===== config.mk =====
export PLATFORM = sky130hd
export DESIGN_NAME = core_run_controller
export DESIGN_NICKNAME = d
export VERILOG_FILES = /design/src/rtl/core_run_controller.sv
export SDC_FILE = /design/constraint.sdc
export NUM_CORES = 1
export LEC_CHECK = 0
export ABC_AREA = 1
export CAP_MARGIN = 20
export CORE_MARGIN = 2
export CORE_UTILIZATION = 43
export CTS_CLUSTER_SIZE = 20
export DETAILED_ROUTE_END_ITERATION = 12
export PLACE_DENSITY = 0.81
export RECOVER_POWER = 100
export SETUP_SLACK_MARGIN = 0.05
export SYNTH_ARGS = -nofsm -noshare
export SYNTH_HDL_FRONTEND = slang
export SYNTH_SLANG_ARGS = --single-unit

===== constraint.sdc =====
create_clock -name clk -period 1.79 [get_ports clk]
set_clock_uncertainty 0.05 [all_clocks]
set_input_delay 0.358 -clock clk [delete_from_list [all_inputs] [get_ports clk]]
set_output_delay 0.358 -clock clk [all_outputs]
set_load 0.03 [all_outputs]

===== src/rtl/core_run_controller.sv =====
// Run-control sequencer for the single-cycle RV32I core: program load into
// instruction memory, then run / halt / single-step / resume of the core.
module core_run_controller #(
  parameter int ADDR_WIDTH = 8,
  parameter int MAX_WORDS  = 256
) (
  input  logic                  clk,
  input  logic                  rst,
  input  logic                  load_start,
  input  logic                  ld_valid,
  input  logic [31:0]           ld_data,
  input  logic                  ld_last,
  output logic                  ld_ready,
  input  logic                  halt_req,
  input  logic                  step_req,
  input  logic                  resume_req,
  output logic                  imem_we,
  output logic [ADDR_WIDTH-1:0] imem_addr,
  output logic [31:0]           imem_wdata,
  output logic                  core_rst,
  output logic                  core_en,
  output logic [2:0]            state,
  output logic [ADDR_WIDTH:0]   word_count,
  output logic [31:0]           cycle_count,
  output logic                  load_err
);

  // state | meaning
  // IDLE  | core held in reset, waiting for a load or resume
  // LOAD  | core held in reset, loader streaming words into imem
  // RUN   | core advancing every cycle
  // HALT  | core frozen, state preserved
  // STEP  | core advances for exactly one cycle, then back to HALT
  typedef enum logic [2:0] {
    IDLE = 3'd0,
    LOAD = 3'd1,
    RUN  = 3'd2,
    HALT = 3'd3,
    STEP = 3'd4
  } state_t;

  localparam logic [ADDR_WIDTH:0] MaxWords = (ADDR_WIDTH+1)'(MAX_WORDS);

  state_t                state_q, state_d;
  logic [ADDR_WIDTH:0]   word_count_q, word_count_d;
  logic [31:0]           cycle_count_q, cycle_count_d;
  logic                  load_err_q, load_err_d;

  always_ff @(posedge clk) begin
    if (rst) begin
      state_q       <= IDLE;
      word_count_q  <= '0;
      cycle_count_q <= '0;
      load_err_q    <= 1'b0;
    end else begin
      state_q       <= state_d;
      word_count_q  <= word_count_d;
      cycle_count_q <= cycle_count_d;
      load_err_q    <= load_err_d;
    end
  end

  // ld_ready gates on word_count, so word_count saturates at MaxWords
  assign ld_ready    = (state_q == LOAD) && (word_count_q < MaxWords);
  assign imem_we     = ld_valid & ld_ready;
  assign imem_addr   = word_count_q[ADDR_WIDTH-1:0];
  assign imem_wdata  = ld_data;
  assign core_rst    = (state_q == IDLE) || (state_q == LOAD);
  assign core_en     = (state_q == RUN) || (state_q == STEP);
  assign state       = state_q;
  assign word_count  = word_count_q;
  assign cycle_count = cycle_count_q;
  assign load_err    = load_err_q;

  always_comb begin
    state_d       = state_q;
    word_count_d  = word_count_q;
    cycle_count_d = cycle_count_q;
    load_err_d    = load_err_q;
    unique case (state_q)
      IDLE: begin
        if (load_start) begin
          state_d       = LOAD;
          word_count_d  = '0;
          cycle_count_d = '0;
          load_err_d    = 1'b0;
        end else if (resume_req) begin
          state_d = RUN;
        end
      end
      LOAD: begin
        if (imem_we) begin
          word_count_d = word_count_q + 1'b1;
          if (ld_last) state_d = RUN;
        end else if (word_count_q == MaxWords) begin
          load_err_d = 1'b1;
          state_d    = IDLE;
        end
      end
      RUN: begin
        cycle_count_d = cycle_count_q + 32'd1;
        if (load_start) begin
          state_d       = LOAD;
          word_count_d  = '0;
          cycle_count_d = '0;
          load_err_d    = 1'b0;
        end else if (halt_req) begin
          state_d = HALT;
        end
      end
      HALT: begin
        if (load_start) begin
          state_d       = LOAD;
          word_count_d  = '0;
          cycle_count_d = '0;
          load_err_d    = 1'b0;
        end else if (resume_req) begin
          state_d = RUN;
        end else if (step_req) begin
          state_d = STEP;
        end
      end
      STEP: begin
        cycle_count_d = cycle_count_q + 32'd1;
        state_d       = HALT;
      end
      default: state_d = IDLE;
    endcase
  end

endmodule


Yosys cells after proc, flatten, opt, wreduce, memory -nomap -nowiden
Cells that the tools add are included.
{ "word_totals": {"word_cells": 56, "register_bits": 45} }
{ "op_classes": {"eq_ne": 15, "bitwise": 1, "reduce_logical": 12, "n_addsub": 2, "n_lt_le_gt_ge": 1, "muxes": 21} }
{ "op_table": {"columns": ["operator", "count"], "rows": [
  ["$pmux 32 s3", 1],
  ["$mux 32", 2],
  ["$add 32x1->32 const B", 1],
  ["$mux 3", 10],
  ["$mux 9", 2],
  ["$pmux 9 s2", 1],
  ["$pmux 3 s5", 1],
  ["$add 9x1->9 const B", 1],
  ["$eq 9x9->1 const B", 1],
  ["$lt 9x9->1 const B", 1],
  ["$ne 3x3->1 const B", 3],
  ["$eq 3x2->1 const B", 2],
  ["$ne 2x1->1 const B", 3],
  ["$reduce_and 5->1", 1],
  ["$ne 2x2->1 const B", 2],
  ["$ne 4x4->1 const B", 1],
  ["$reduce_and 4->1", 1],
  ["$eq 3x1->1 const B", 1],
  ["$eq 3x3->1 const B", 1],
  ["$logic_not 3->1", 1],
  ["$mux 1", 3],
  ["$ne 3x2->1 const B", 1],
  ["$reduce_and 3->1", 1],
  ["$reduce_bool 3->1", 1],
  ["8 further kinds", 9]
]} }

Longest topological paths before layout
Gate-level depths: netlist (run 1).
{ "logic_depth": {"ltp_word": 5, "mapped_depth": 12} }

Worst setup path after synthesis (run 1)
Ideal clock, no wire load.
{ "synth_timing": {"kind": "register to output", "startpoint": "register state_q[0], in the netlist state[0]", "endpoint": "output imem_we", "n_path_buf": 0, "stages_incl_launch_ff": 5, "arrival_ps": 1479, "path_slack_ps": -97, "required_time_ps": 1382, "path_cell_list": "dfxtp_1 > nand3_1 > nor2_2 > nand2_2 > inv_1"} }
{ "synth_between": {"elab_chain_cells": 3} }
{ "synth_rtl": {"columns": ["item", "line", "rtl"], "rows": [
  ["start: declaration", "44", "state_t state_q, state_d;"],
  ["start signal: assignment", "56", "state_q <= state_d;"],
  ["$eq 3x1->1", "64", "assign ld_ready = (state_q == LOAD) && (word_count_q < MaxWords);"],
  ["$logic_and 1x1->1", "64", null],
  ["net ld_ready", "13", "output logic ld_ready,"],
  ["$and 1x1->1", "65", "assign imem_we = ld_valid & ld_ready;"],
  ["end: declaration", "17", "output logic imem_we,"]
]} }
The timed path passes the listed nets, and every way through them passes these cells.

Worst setup path after layout (run 1)
{ "layout_timing": {"startpoint": "register state_q[2], in the netlist state[2]", "endpoint": "output imem_we"} }
{ "layout_between": {"elab_chain_cells": 3} }
{ "layout_rtl": {"columns": ["item", "line"], "rows": [
  ["$eq 3x1->1", "64"],
  ["$logic_and 1x1->1", "64"],
  ["$and 1x1->1", "65"]
]} }
Every way passes these cells.

==> results of run 1 <==
[logic make-up after synthesis]
group	after synthesis	synth area share (%)
AOI/OAI and AO/OA	40	7.19
and+or+nand+nor	280	40.2
buffers and inverters	118	21.1
DFF	45	30.3
adders and majority gates	3	1.26
[state kept, by name, indices dropped and copies added, names as in the netlist]
| signal | cells |
|---|---|
| word_count | 9 |
| cycle_count | 32 |
| load_err | 1 |
| state | 3 |
[worst max-delay path by stage]
stage	start	endpoint	slack, ps	cells after the start
finish	state[2]$_SDFFE_PP0P_	imem_we	110	6
detailed placement	load_start	cycle_count[26]$_SDFFE_PP0P_	-80	7
floorplan	state[1]$_SDFFE_PP0P_	cycle_count[16]$_SDFFE_PP0P_	60	9
global placement	load_start	cycle_count[26]$_SDFFE_PP0P_	-30	7
CTS	state[2]$_SDFFE_PP0P_	imem_we	60	6
global route	state[1]$_SDFFE_PP0P_	cycle_count[19]$_SDFFE_PP0P_	40	10
[where the power goes]
group	switching [mW]	internal, mW
clock	0.362	0.271
sequential	0.0629	1.05
combinational	0.785	0.388
[metal layers]
layer / up-vias / part of all wire [%] / GRT usage, %
li1: 1549 / - / -
met1: 1397 / 43 / 25.0
met2: 116 / 48 / 33.4
met3: 12 / 7.5 / 4.17
met4: 0 / 2.0 / 7.13
met5: - / 0 / 0
[synthesized netlist by cell type, drive strengths merged, types with 3 or more instances]
library cell and n:
a21oi 19, buf 46, dfxtp 45, ha 3, inv 71, nand2 134
nand3 23, nand4 13, nor2 94, nor3 9, o21ai 15, o21bai 3
[through the flow]
step	setup slack, ps	hold slack, ps
final	114	426
after global routing	37.0	453
after CTS	60.4	423
after detailed placement	-79.7	412
after global placement	-32.9	413
after floorplan	64.3	377
[worst max-delay path, delay by kind of cell (launching register included)]
| family | cells | cell delay (ps) |
|---|---|---|
| buffers and inverters | 3 | 260 |
| flip-flops | 1 | 370 |
| AND/OR/NAND/NOR | 3 | 320 |
[cell type report]
| class | instances | area share, % |
|---|---|---|
| timing repair buffer | 81 | 19.5 |
| clock buffer | 6 | 2.07 |
| inverter | 72 | 7.81 |
| tap | 80 | 2.85 |
| clock inverter | 2 | 0.285 |
| sequential | 45 | 25.9 |
| multi-input combinational | 323 | 41.6 |
[repair_timing]
action / in CTS / in global routing
setup buffers: 0 / 2
pin swaps: 0 / 1
resized for setup: 57 / 9
setup endpoints to repair: 54 / 12
hold buffers: 0 / 0
==> metrics.cfg, run 1 <==
[outcome]
outcome = completed

[place]
dpl.hpwl_um = 5760
dpl.cell_count = 599
postPlaceCellArea_um2 = 3480
gp_congestion = 0.933
io_buffers = 64

[floorplanning]
core_um2 = 6760
die_w_um = 87.2
start_util_pct = 44.1
die_area_um2 = 7600
ioPinCount = 129
num_rows = 30
die_height_um = 87.2

[route]
vias = 3074
drt_wl_total_um = 7400
drcViolationCount = 0
ant_nets = 0
wl_per_cell_um = 12.2
drt_iter0_drc = 188
dr.pass1.iters = 6
avgViaCountPerCell = 5.05

[logic_synthesis]
yosysSeqAreaShare_pct = 30.3
synth_edf_count = 0
ys_seq_elements = 45
syn_area_per_cell_um2 = 6.12
yosysWarnings = 0
synth_top_area_share_pct = 30.3
postSynth.asyncResetShare_pct = 0
synth_flop_cell = dfxtp_1
synth_area_leader_cell = dfxtp_1
ys_top_cells_by_area = dfxtp_1, nand2_1, nor2_1
syn-cell-area_um2 = 2980
ys_types = 27
synthesis.nets = 529
syn_inst = 486

[sta]
setup_viol = 0
maxSlewViolCount = 0
timing.fmax_mhz = 597
final.period_utilization_pct = 93.6
min_period_ps = 1680
hold_violations = 0
rsz0062_at_grt = false
relSlewSlack_pct = 75.9
setup_tns_ps = 0
worstMarginPinSlew_ps = 362

[setup_path]
cp.required_ps = 1380
critPathLaunchType = flop
worstPathCellList = inv_4 -> nand3_2 -> nor2_4 -> nand2_4 -> inv_2 -> buf_4
cp.arrival_ps = 1270
r2r-end = cycle_count[19]$_SDFFE_PP0P_
worstRegToRegCells = 9
crit_type = reg2out
cp_slowest_cell = dfxtp_2
slowest_delay_ps = 370
rrSetupSlack_ps = 170
r2r-start = state[1]$_SDFFE_PP0P_
crit_path_end_kind = output pin
crit_path_max_fanout = 7

[clocking]
cts_max_level = 2
clock-sinks = 45
cts.clk_slew.worst_paths_ps = 90
cts_buffer_depth = 2
insertion_delay_ps = 310
tritoncts.num_buffers = 5
cts_tree = built
clockRootBuffer = clkbuf_8

[worst_hold_path]
worstHoldPathType = reg2reg
min_path_cells = 2
min_to = load_err$_SDFFE_PP0P_
holdCritStartpoint = load_err$_SDFFE_PP0P_

[cells_and_area]
stdcell_area_um2 = 3510
final_common_cell = nand2_1
multi_input_area_um2 = 1460
finalNonFillerCells = 609
synthToLayoutAreaGrowth_pct = 17.9
final_cell_mix = nand2_1, nor2_1, inv_1, dlygate4sd2_1, dfxtp_1
drive_above_1_share_pct = 8.51
fillers = 713
regArea_um2 = 908
n_antenna_cell = 0
nets = 571
final_util_pct = 51.9

[power_and_ir_drop]
powerDensity_nw_per_um2 = 832
p_total_mw = 2.92
vdd_drop_max_mv = 0.367
cellLeakagePower_nw = 1.74

[grt]
grt_max_degree = 19
antenna_found_initial = 0
grt_pass1_vias = 2703
grt_pass1_wl_um = 12200
grt_use_total_pct = 19.8
overflow = 0

[job]
maxCapViolCount = 0

Power figures use the tool's default switching activity.
==> run 2, diff against run 1 <==
- CAP_MARGIN: 20 -> not set
==> results of run 2 <==
The final DEF is identical to that of run 1; final timing and power are the same.
